`src/rtl/uart_rx_ctrl.sv`:
```
// Frame sequencer for the UART receiver: walks start/data/parity/stop, owns the
// oversample and bit counters, checks framing and pulses data_valid on a clean frame.
module uart_rx_ctrl #(
    parameter int DATA_WIDTH = 8
) (
    input  logic       CLK,
    input  logic       RST,
    input  logic       RX_IN,
    input  logic       PAR_EN,
    input  logic       PAR_TYP,
    input  logic [5:0] Prescale,
    input  logic       sampled_bit,
    output logic [4:0] edge_cnt,
    output logic [3:0] bit_cnt,
    output logic       dat_samp_en,
    output logic       deser_en,
    output logic       data_valid,
    output logic       par_err,
    output logic       stp_err,
    output logic       strt_glitch,
    output logic       busy
);

    typedef enum logic [2:0] {
        IDLE,
        START,
        DATA,
        PARITY,
        STOP
    } state_t;

    localparam logic [3:0] LAST_DATA_BIT = 4'(DATA_WIDTH);

    state_t     state;
    state_t     state_nxt;
    logic [5:0] prescale_q;
    logic       par_acc;
    logic       at_sample;
    logic       at_wrap;
    logic       start_frame;
    logic       valid_nxt;
    logic       glitch_nxt;

    // Prescale is latched at frame start so a mid-frame change cannot shift the sample point.
    assign at_sample = ({1'b0, edge_cnt} == (prescale_q >> 1) + 6'd2);
    assign at_wrap   = ({1'b0, edge_cnt} == prescale_q - 6'd1);

    assign busy        = (state != IDLE);
    assign dat_samp_en = busy;
    assign deser_en    = (state == DATA);

    always_ff @(posedge CLK) begin
        // NOTE: registers use non-blocking assignments so every flop samples pre-edge values.
        if (RST) begin
            state <= IDLE;
        end else begin
            state <= state_nxt;
        end
    end

    always_comb begin
        // NOTE: every output of this block gets a default first, so no path can infer a latch.
        state_nxt   = state;
        start_frame = 1'b0;
        valid_nxt   = 1'b0;
        glitch_nxt  = 1'b0;
        case (state)
            IDLE: begin
                if (!RX_IN) begin
                    state_nxt   = START;
                    start_frame = 1'b1;
                end
            end
            START: begin
                if (at_sample && sampled_bit) begin
                    state_nxt  = IDLE;
                    glitch_nxt = 1'b1;
                end else if (at_wrap) begin
                    state_nxt = DATA;
                end
            end
            DATA: begin
                if (at_wrap && bit_cnt == LAST_DATA_BIT) begin
                    state_nxt = PAR_EN ? PARITY : STOP;
                end
            end
            PARITY: begin
                if (at_wrap) begin
                    state_nxt = STOP;
                end
            end
            STOP: begin
                if (at_wrap) begin
                    state_nxt = IDLE;
                    valid_nxt = !par_err && !stp_err;
                end
            end
            default: state_nxt = IDLE;
        endcase
    end

    always_ff @(posedge CLK) begin
        if (RST) begin
            edge_cnt    <= '0;
            bit_cnt     <= '0;
            prescale_q  <= '0;
            par_acc     <= 1'b0;
            par_err     <= 1'b0;
            stp_err     <= 1'b0;
            data_valid  <= 1'b0;
            strt_glitch <= 1'b0;
        end else begin
            data_valid  <= valid_nxt;
            strt_glitch <= glitch_nxt;

            if (state_nxt == IDLE || start_frame) begin
                edge_cnt <= '0;
                bit_cnt  <= '0;
            end else if (at_wrap) begin
                edge_cnt <= '0;
                bit_cnt  <= bit_cnt + 4'd1;
            end else begin
                edge_cnt <= edge_cnt + 5'd1;
            end

            // Error flags persist after the frame so software can read them until the next start.
            if (start_frame) begin
                prescale_q <= Prescale;
                par_acc    <= 1'b0;
                par_err    <= 1'b0;
                stp_err    <= 1'b0;
            end else if (at_sample) begin
                case (state)
                    DATA:    par_acc <= par_acc ^ sampled_bit;
                    PARITY:  par_err <= sampled_bit ^ par_acc ^ PAR_TYP;
                    STOP:    stp_err <= ~sampled_bit;
                    default: ;
                endcase
            end
        end
    end

endmodule
```
`config.mk`:
```
export PLATFORM = sky130hd
export DESIGN_NAME = uart_rx_ctrl
export DESIGN_NICKNAME = d
export VERILOG_FILES = /design/src/rtl/uart_rx_ctrl.sv
export SDC_FILE = /design/constraint.sdc
export NUM_CORES = 1
export LEC_CHECK = 0
export ABC_AREA = 1
export CORE_ASPECT_RATIO = 1.25
export CORE_MARGIN = 4
export CORE_UTILIZATION = 56
export DETAILED_ROUTE_END_ITERATION = 8
export HOLD_SLACK_MARGIN = 0.02
export PLACE_DENSITY = 0.82
export SYNTH_ARGS = -nofsm -noshare
export SYNTH_HDL_FRONTEND = slang
export SYNTH_SLANG_ARGS = --single-unit
```
`constraint.sdc`:
```
create_clock -name CLK -period 4.3 [get_ports CLK]
set_input_delay 0.645 -clock CLK [delete_from_list [all_inputs] [get_ports CLK]]
set_output_delay 0.645 -clock CLK [all_outputs]
set_load 0.005 [all_outputs]
```
==> metrics.md <==
| Metric | Value |
|---|---|
| WHS Path Cells | 2 |
| Sequential-to-total area share from yosys stat | 30.59% |
| Fin util | 72.55% |
| RSZ-0062 raised after global routing | false |
| PortBufs | 27 |
| Pwr Total | 0.4770 mW |
| Clock sink count | 23 |
| Layout Nets | 261 |
| Final cell count without fillers | 274 |
| Die extent in y | 65.97 um |
| Root buffer cell | clkbuf_4 |
| Clock transition at path regs | 0.13 ns |
| GPL Wtd Cong | 0.9755 |
| Placed instance area | 0.001789 mm2 |
| Pwr per Cell Area | 262.7 mW/mm2 |
| Post-synth EDFFs | 0 |
| Sw Share | 33.83% |
| Final min period | 2.429 ns |
| Fmax | 411.7 MHz |
| R2R depth | 13 |
| Final Skew | 0.008412 ns |
| Final wirelength | 3404 um |
| Int Power | 0.3156 mW |
| Hold_buf cts | 0 |
| Synthesized area | 0.001505 mm2 |
| Logic pwr share | 30.2% |
| Crit-path max FO | 6 |
| Clock network power share | 20.7% |
| Hold_ws | 0.4858 ns |
| Register area | 460.4 um2 |
| Final Cell Area | 0.001815 mm2 |
| H-tree depth | 1 |
| Required time of the critical path | 3.65 ns |
| # Max-Cap Violations | 0 |
| Arr. time, crit path | 1.78 ns |
| Antenna-violating nets left | 0 |
| Clk Latency, worst-skew pair | 0.31 ns |
| Register bit total from synthesis | 23 |
| Number of synthesis warnings | 0 |
| Crit end category | output port |
| Maximum root-to-sink buffer count | 2 |
| # setup viols final | 0 |
| Starting density of the core | 60.15% |
| Initial DRC count | 38 |
| N_diodes | 0 |
| Core ar. | 0.002502 mm2 |
| TNS Setup | 0 ns |
| Worst Setup SP | state[2]$_SDFF_PP0_ |
| Overall routing resource usage | 21.36% |
| I/O pins | 28 |
| CP Launch Type | flop |
| # DRC | 0 |
| Dpl cells | 270 |
| CTS tree | yes |
| Initial antenna violation count | 0 |
| Number of global-route vias before repair | 1405 |
| Largest net degree at the start of global routing | 15 |
| Die area | 0.003587 mm2 |
| 1st-pass router iterations | 4 |
| Synth Instances | 214 |
| Asr flop ratio synth | 0% |
| Layout Area Growth over Synthesis | 20.62% |
| Synth Net Count | 233 |
| R2R setup slack | 2.11 ns |
| Resize count post-CTS | 0 |
| Multi-input gate area | 908.4 um2 |
| LEAKAGE | 0.7357 nW |
| DR WL/cell | 12.42 um |
| Worst setup path class | flop to output port |
| Sequential share of power | 49.1% |
| Avg Vias per Cell | 5.226 |
| Worst r2r dst | edge_cnt[3]$_SDFF_PP0_ |
| CTS Buf Count | 3 |
| Slew @ Worst Pin | 0.6984 ns |
| Fillers | 219 |
| CP endpoint | deser_en |
| Row count | 20 |
| Worst setup margin | 1.871 ns |
| # Post-CTS Setup Buffers | 0 |
| HPWL Detailed | 2756 um |
| FF-to-FF Start | prescale_q[2]$_SDFFE_PP0P_ |
| Syn Area/Cell | 7.034 um2 |
| Outcome | completed |
| Die W | 54.37 um |
| Maximum vdd ir drop | 0.2109 mV |
| Via count | 1432 |
| Setup WS pre-CTS | 1.945 ns |
| Count of cell types in the netlist | 29 |
| Min-Delay Path Class | flop to flop |
| Hold Violations, Final | 0 |
| Fin crit share | 56.49% |
| Max Slew Vio Count | 0 |
| Switch Pwr | 0.1614 mW |
| Global-route wire length before repair | 5747 um |
| Prevailing post-synth register cell | dfxtp_1 |
| Most common cell after layout, fill and taps aside | nand2_1 |
| Grt ovf | 0 |
| Slew HR | 53.44% |
| Most frequent cells in the layout | nand2_1 (49), clkdlybuf4s50_1 (27), inv_1 (26) |
| Layout cells sized above 1 | 12.03% |
cell type report:
type                            count  area share [%]
Clock buffer                        4           1.447
Inverter                           29           5.996
Multi-Input combinational cell    158           50.03
Sequential cell                    23           25.36
Tap cell                           33           2.274
Timing Repair Buffer               27           14.89
Yosys cell counts (5+ instances only):
| library cell | number | area, um2 |
|---|---|---|
| o21ai_0 | 9 | 45.04 |
| xnor2_1 | 7 | 61.31 |
| nand3_1 | 16 | 80.08 |
| a21oi_1 | 11 | 55.05 |
| xor2_1 | 5 | 43.79 |
| nor2_1 | 13 | 48.80 |
| inv_1 | 26 | 97.59 |
| nand2_2 | 5 | 31.28 |
| ha_1 | 7 | 87.58 |
| dfxtp_1 | 23 | 460.4 |
| nand4_1 | 6 | 37.54 |
| nor2_2 | 8 | 50.05 |
| nand2_1 | 49 | 183.9 |
| nor3_1 | 5 | 25.02 |
worst min path at each step:
stage	from	end	slack (ns)
global route	stp_err$_SDFFE_PP0P_	stp_err$_SDFFE_PP0P_	0.53
detailed placement	par_err$_SDFFE_PP0P_	par_err$_SDFFE_PP0P_	0.47
finish	par_err$_SDFFE_PP0P_	par_err$_SDFFE_PP0P_	0.49
CTS	par_err$_SDFFE_PP0P_	par_err$_SDFFE_PP0P_	0.49
global placement	stp_err$_SDFFE_PP0P_	stp_err$_SDFFE_PP0P_	0.46
floorplan	par_acc$_SDFFE_PP0P_	par_acc$_SDFFE_PP0P_	0.46
cells by family (layout without fill, tap and decap cells):
family                   after synthesis  count (layout)  share of synthesized area, %
flip-flops                            23              23                         30.59
AO/OA/AOI/OAI                         22              22                         7.398
XOR/XNOR                              12              12                         6.982
AND/OR/NAND/NOR                      117             117                         40.15
adder cells (fa/ha/maj)                7               7                         5.819
buffers and inverters                 33              60                         9.060
registers in the layout, summed over array words and instances (netlist names):
name         count
par_err          1
state            3
bit_cnt          4
prescale_q       6
data_valid       1
strt_glitch      1
par_acc          1
edge_cnt         5
stp_err          1
power groups by stage:
stage / sequential, mW / clock (mW) / combinational [mW]
global placement: 0.239 / 0 / 0.136
global route: 0.236 / 0.111 / 0.160
detailed placement: 0.239 / 0 / 0.144
CTS: 0.234 / 0.0997 / 0.144
finish: 0.234 / 0.0986 / 0.144
floorplan: 0.235 / 0 / 0.110
worst max-delay path, stage by stage, from the launching register on:
cell and delay (ns):
dfxtp_1 0.37, nor3_1 0.50, clkdlybuf4s50_1 0.61
routing by layer:
metal  share of wire [%]  track usage (%)  routed length (um)
met5                   0                0                   0
met4                 1.9            9.346                  63
met3                 4.1            3.612                 140
met2                  52            37.72                1769
met1                  42            24.03                1431
No activity file was read; power rests on OpenSTA's default activity.
==> patch 1: new RTL, same flow settings <==
The 5 states of `state_t` get a one-hot encoding in 5 bits.
--- a/src/rtl/uart_rx_ctrl.sv
+++ b/src/rtl/uart_rx_ctrl.sv
@@ -21,12 +21,12 @@
     output logic       busy
 );
 
-    typedef enum logic [2:0] {
-        IDLE,
-        START,
-        DATA,
-        PARITY,
-        STOP
+    typedef enum logic [4:0] {
+        IDLE   = 5'b00001,
+        START  = 5'b00010,
+        DATA   = 5'b00100,
+        PARITY = 5'b01000,
+        STOP   = 5'b10000
     } state_t;
 
     localparam logic [3:0] LAST_DATA_BIT = 4'(DATA_WIDTH);
Check against the original RTL: no difference found for any inputs over 10 cycles, from zero or initial values and one cycle with RST high; not proved beyond that.
==> patch 1 against the unedited design <==
Final cell count increased by 0.73%. Total power increased by 1.1%. Critical path depth increased by 2. Final area increased by 3.2%. Wire length decreased by 8.2%. Critical endpoint unchanged. Synthesized area increased by 3.7%. Sequential power increased by 9.0%. Via count decreased by 2.3%. Worst setup slack improved by 0.073 ns. Sequential cell count increased by 2. Sequential share of layout area increased by 1.3 points.
==> patch 1: results (changes against the unedited design) <==
[placement]
dp_slack_ns=2.14  ; +0.193 ns
dpl.hpwl_um=2520  ; -8.5%
place.gp.congestion=0.866  ; -11%
placed_area_mm2=0.00185  ; +3.2%

[critical_path]
max_stage_delay_ns=0.53  ; -0.08 ns
ff2ff_path_depth=9  ; -4
cp_data_arrival_time_ns=1.71  ; -0.07 ns
worstSetupStartpoint=state[1]
path_max_fanout=5  ; -1

[status]
outcome=completed

[clock_network]
cts_buffers=3  ; unchanged
htree_num_levels=1  ; unchanged

[layout]
reg.largest.list=prescale_q x6, edge_cnt x5, state x5
layout-drive-gt1-share_pct=14.0  ; +2.0 points
nets=262  ; +0.38%

[synthesis]
synth_commonest_cells=nand2_1, inv_1, dfxtp_1
ys_seq_area_share_pct=32.1  ; +1.5 points
synth_cell_types=31  ; +6.9%
synthXorXnorAreaFrac_pct=5.61  ; -1.4 points
synth_fa_ha_area_share_pct=5.61  ; -0.21 points
syn_nets=234  ; +0.43%
synth_compound_area_share_pct=8.73  ; +1.3 points
ys_top_cells_by_area=dfxtp_1, nand2_1, inv_1

[pwr]
ir_drop_mv=0.169  ; -20%
power.internal_uw=331  ; +4.8%
p_leak_uw=0.000762  ; +3.6%

[hold_path]
min_from=par_err
hold_path_depth=1  ; -1

[sta]
finClkSkew_ns=0.00153  ; -0.00689 ns
slew_headroom_pct=75.1  ; +22 points

[global_routing]
grt_util_all_layers_pct=18.2  ; -3.1 points
grt_pass1_vias=1291  ; -8.1%
grt_pass1_wl_um=5460  ; -5.0%

[detailed_routing]
drt_first_iter_violations=23  ; -39%
first_pass_iters=4  ; unchanged
wl_per_cell_um=11.3  ; -8.9%
drt-vias-per-instance=5.07  ; -3.0%

-- patch 1: worst paths after layout --
| path | slack [ns] | end |
|---|---|---|
| max | 1.94 | deser_en |
| min reg2reg | 0.46 | data_valid |
| min | 0.46 | data_valid |
| max reg2reg | 2.25 | bit_cnt[1] |
-- patch 1: worst reg2reg max path, cell delays in order, from the launching register on --
cell and delay [ns]:
dfxtp_1 0.52, inv_2 0.12, ha_1 0.32, xor2_1 0.14, nor2_1 0.14, nand2_2 0.10, nor2_4 0.16, nand3_1 0.18
nand4_4 0.20, nor2_1 0.07
-- patch 1: cells by family (layout without fill, tap and decap cells) --
kind of cell    count (synthesis)  count (layout)
flops                          25              25
compound gates                 25              25
xor+xnor                       10              10
simple gates                  111             111
buf+inv                        37              64
fa+ha+maj                       7               7
-- patch 1: metrics by stage --
step / std cells / total power (µW)
final: 276 / 482
after global routing: 276 / 512
after CTS: 276 / 487
after detailed placement: 272 / 387
after global placement: 272 / 386
after floorplan: 215 / 351
-- patch 1: power groups by stage --
stage | logic, µW | clock network [µW] | registers (µW)
after detailed placement | 128 | 0 | 260
final | 127 | 99.8 | 255
after floorplan | 94.2 | 0 | 257
after CTS | 128 | 104 | 255
after global routing | 145 | 111 | 256
after global placement | 126 | 0 | 260
-- patch 1: area by class of cell --
type,instances,area (µm²)
Timing Repair Buffer,27,270
Tap cell,34,42.5
Fill cell,247,806
Clock inverter,1,5.00
Inverter,33,126
Multi-Input combinational cell,153,907
Clock buffer,3,22.5
Sequential cell,25,500
-- patch 1: metal layers --
layer / track usage [%] / routed length, µm
met1: 22.0 / 1470
met2: 33.0 / 1550
met3: 3.29 / 83
met4: 4.86 / 17
met5: 0 / 0
==> patch 2: new RTL, same flow settings <==
Made on the original files. Set the parameter `DATA_WIDTH` to 7 (it was 8).
--- a/src/rtl/uart_rx_ctrl.sv
+++ b/src/rtl/uart_rx_ctrl.sv
@@ -1,7 +1,7 @@
 // Frame sequencer for the UART receiver: walks start/data/parity/stop, owns the
 // oversample and bit counters, checks framing and pulses data_valid on a clean frame.
 module uart_rx_ctrl #(
-    parameter int DATA_WIDTH = 8
+    parameter int DATA_WIDTH = 7
 ) (
     input  logic       CLK,
     input  logic       RST,
Behaviour: not the same (Yosys sat finds a counterexample within 10 cycles, from zero or initial values and one cycle with RST high).
==> patch 2 against the unedited design <==
Synthesized area down 0.75%. Utilization grew 0.25 points. Final area grew 0.34%. Total power down 3.0%. Maximum frequency up 0.25%. Wire length decreased by 5.9%. Sequential cell count is the same. Worst hold slack better by 0.0040 ns. Count of clock-buffer cells in the layout down 1. Worst setup slack better by 0.0061 ns. Combinational power is 9.7% lower. Synthesized cell count up 1.4%. Critical endpoint unchanged. Largest power group unchanged.
==> patch 2: results (changes against the unedited design) <==
[synthesis]
syn_nets=235  ; +0.86%
syn_inst=217  ; +1.4%
ys_seq_area_share_pct=30.8  ; +0.23 points
synth_commonest_cells=nand2_1, inv_1, dfxtp_1
synth_compound_area_share_pct=6.70  ; -0.70 points
synth_fa_ha_area_share_pct=5.03  ; -0.79 points
synth_cell_types=27  ; -6.9%
synthXorXnorAreaFrac_pct=5.28  ; -1.7 points
ys_top_cells_by_area=dfxtp_1, nand2_1, inv_1

[global_routing]
grt_util_all_layers_pct=20.8  ; -0.57 points
grt_pass1_wl_um=5590  ; -2.7%
grt_pass1_vias=1314  ; -6.5%

[placement]
dpl.hpwl_um=2560  ; -7.0%
place.gp.congestion=0.929  ; -4.8%
dp_cells=275  ; +1.9%
dp_slack_ns=1.95  ; +0.00512 ns

[layout]
design.seq.count=23  ; unchanged
nets=265  ; +1.5%
nonClkBufAreaFrac_pct=14.8  ; -0.051 points
layout-drive-gt1-share_pct=13.0  ; +0.97 points
seq_share_pct=25.3  ; -0.087 points
area_growth_pct=21.9
clkCellAreaFrac_pct=1.51  ; +0.064 points
inverters=37  ; +28%
comb.multi_input.count=155  ; -1.9%

[detailed_routing]
drt_first_iter_violations=23  ; -39%
drt-total-wl_um=3200  ; -5.9%
wl_per_cell_um=11.5  ; -7.6%
drt-vias-per-instance=4.99  ; -4.6%

[pwr]
p_leak_uw=0.000797  ; +8.3%
p_sw_uw=155  ; -3.7%

[sta]
slew_headroom_pct=52.8  ; -0.64 points
finClkSkew_ns=0.00325  ; -0.00517 ns

[status]
outcome=completed

[critical_path]
path_max_fanout=5  ; -1

[patch 2: final timing paths]
path | start | to | slack [ns] | cells after the start
worst max register to register | prescale_q[2] | edge_cnt[0] | 2.11 | 16
worst max-delay path | state[2] | deser_en | 1.88 | 2
worst min register to register | stp_err | stp_err | 0.49 | 2
worst min-delay path | stp_err | stp_err | 0.49 | 2
[patch 2: cells by family after synthesis]
logic type	after synthesis
xor+xnor	9
flops	23
buf+inv	39
fa+ha+maj	6
compound gates	20
simple gates	120
[patch 2: layer usage]
layer  global-route usage, %  wire, µm
met1                    25.2      1360
met2                    35.6      1630
met3                    2.49       154
met4                    8.72        59
met5                       0         0
[patch 2: power by group through the flow]
stage,combinational (µW),clock [µW],sequential [µW]
3_3_place_gp,128,0,237
2_1_floorplan,97.3,0,235
4_1_cts,131,104,232
6_report,130,100,232
5_1_grt,147,114,234
3_5_place_dp,130,0,237
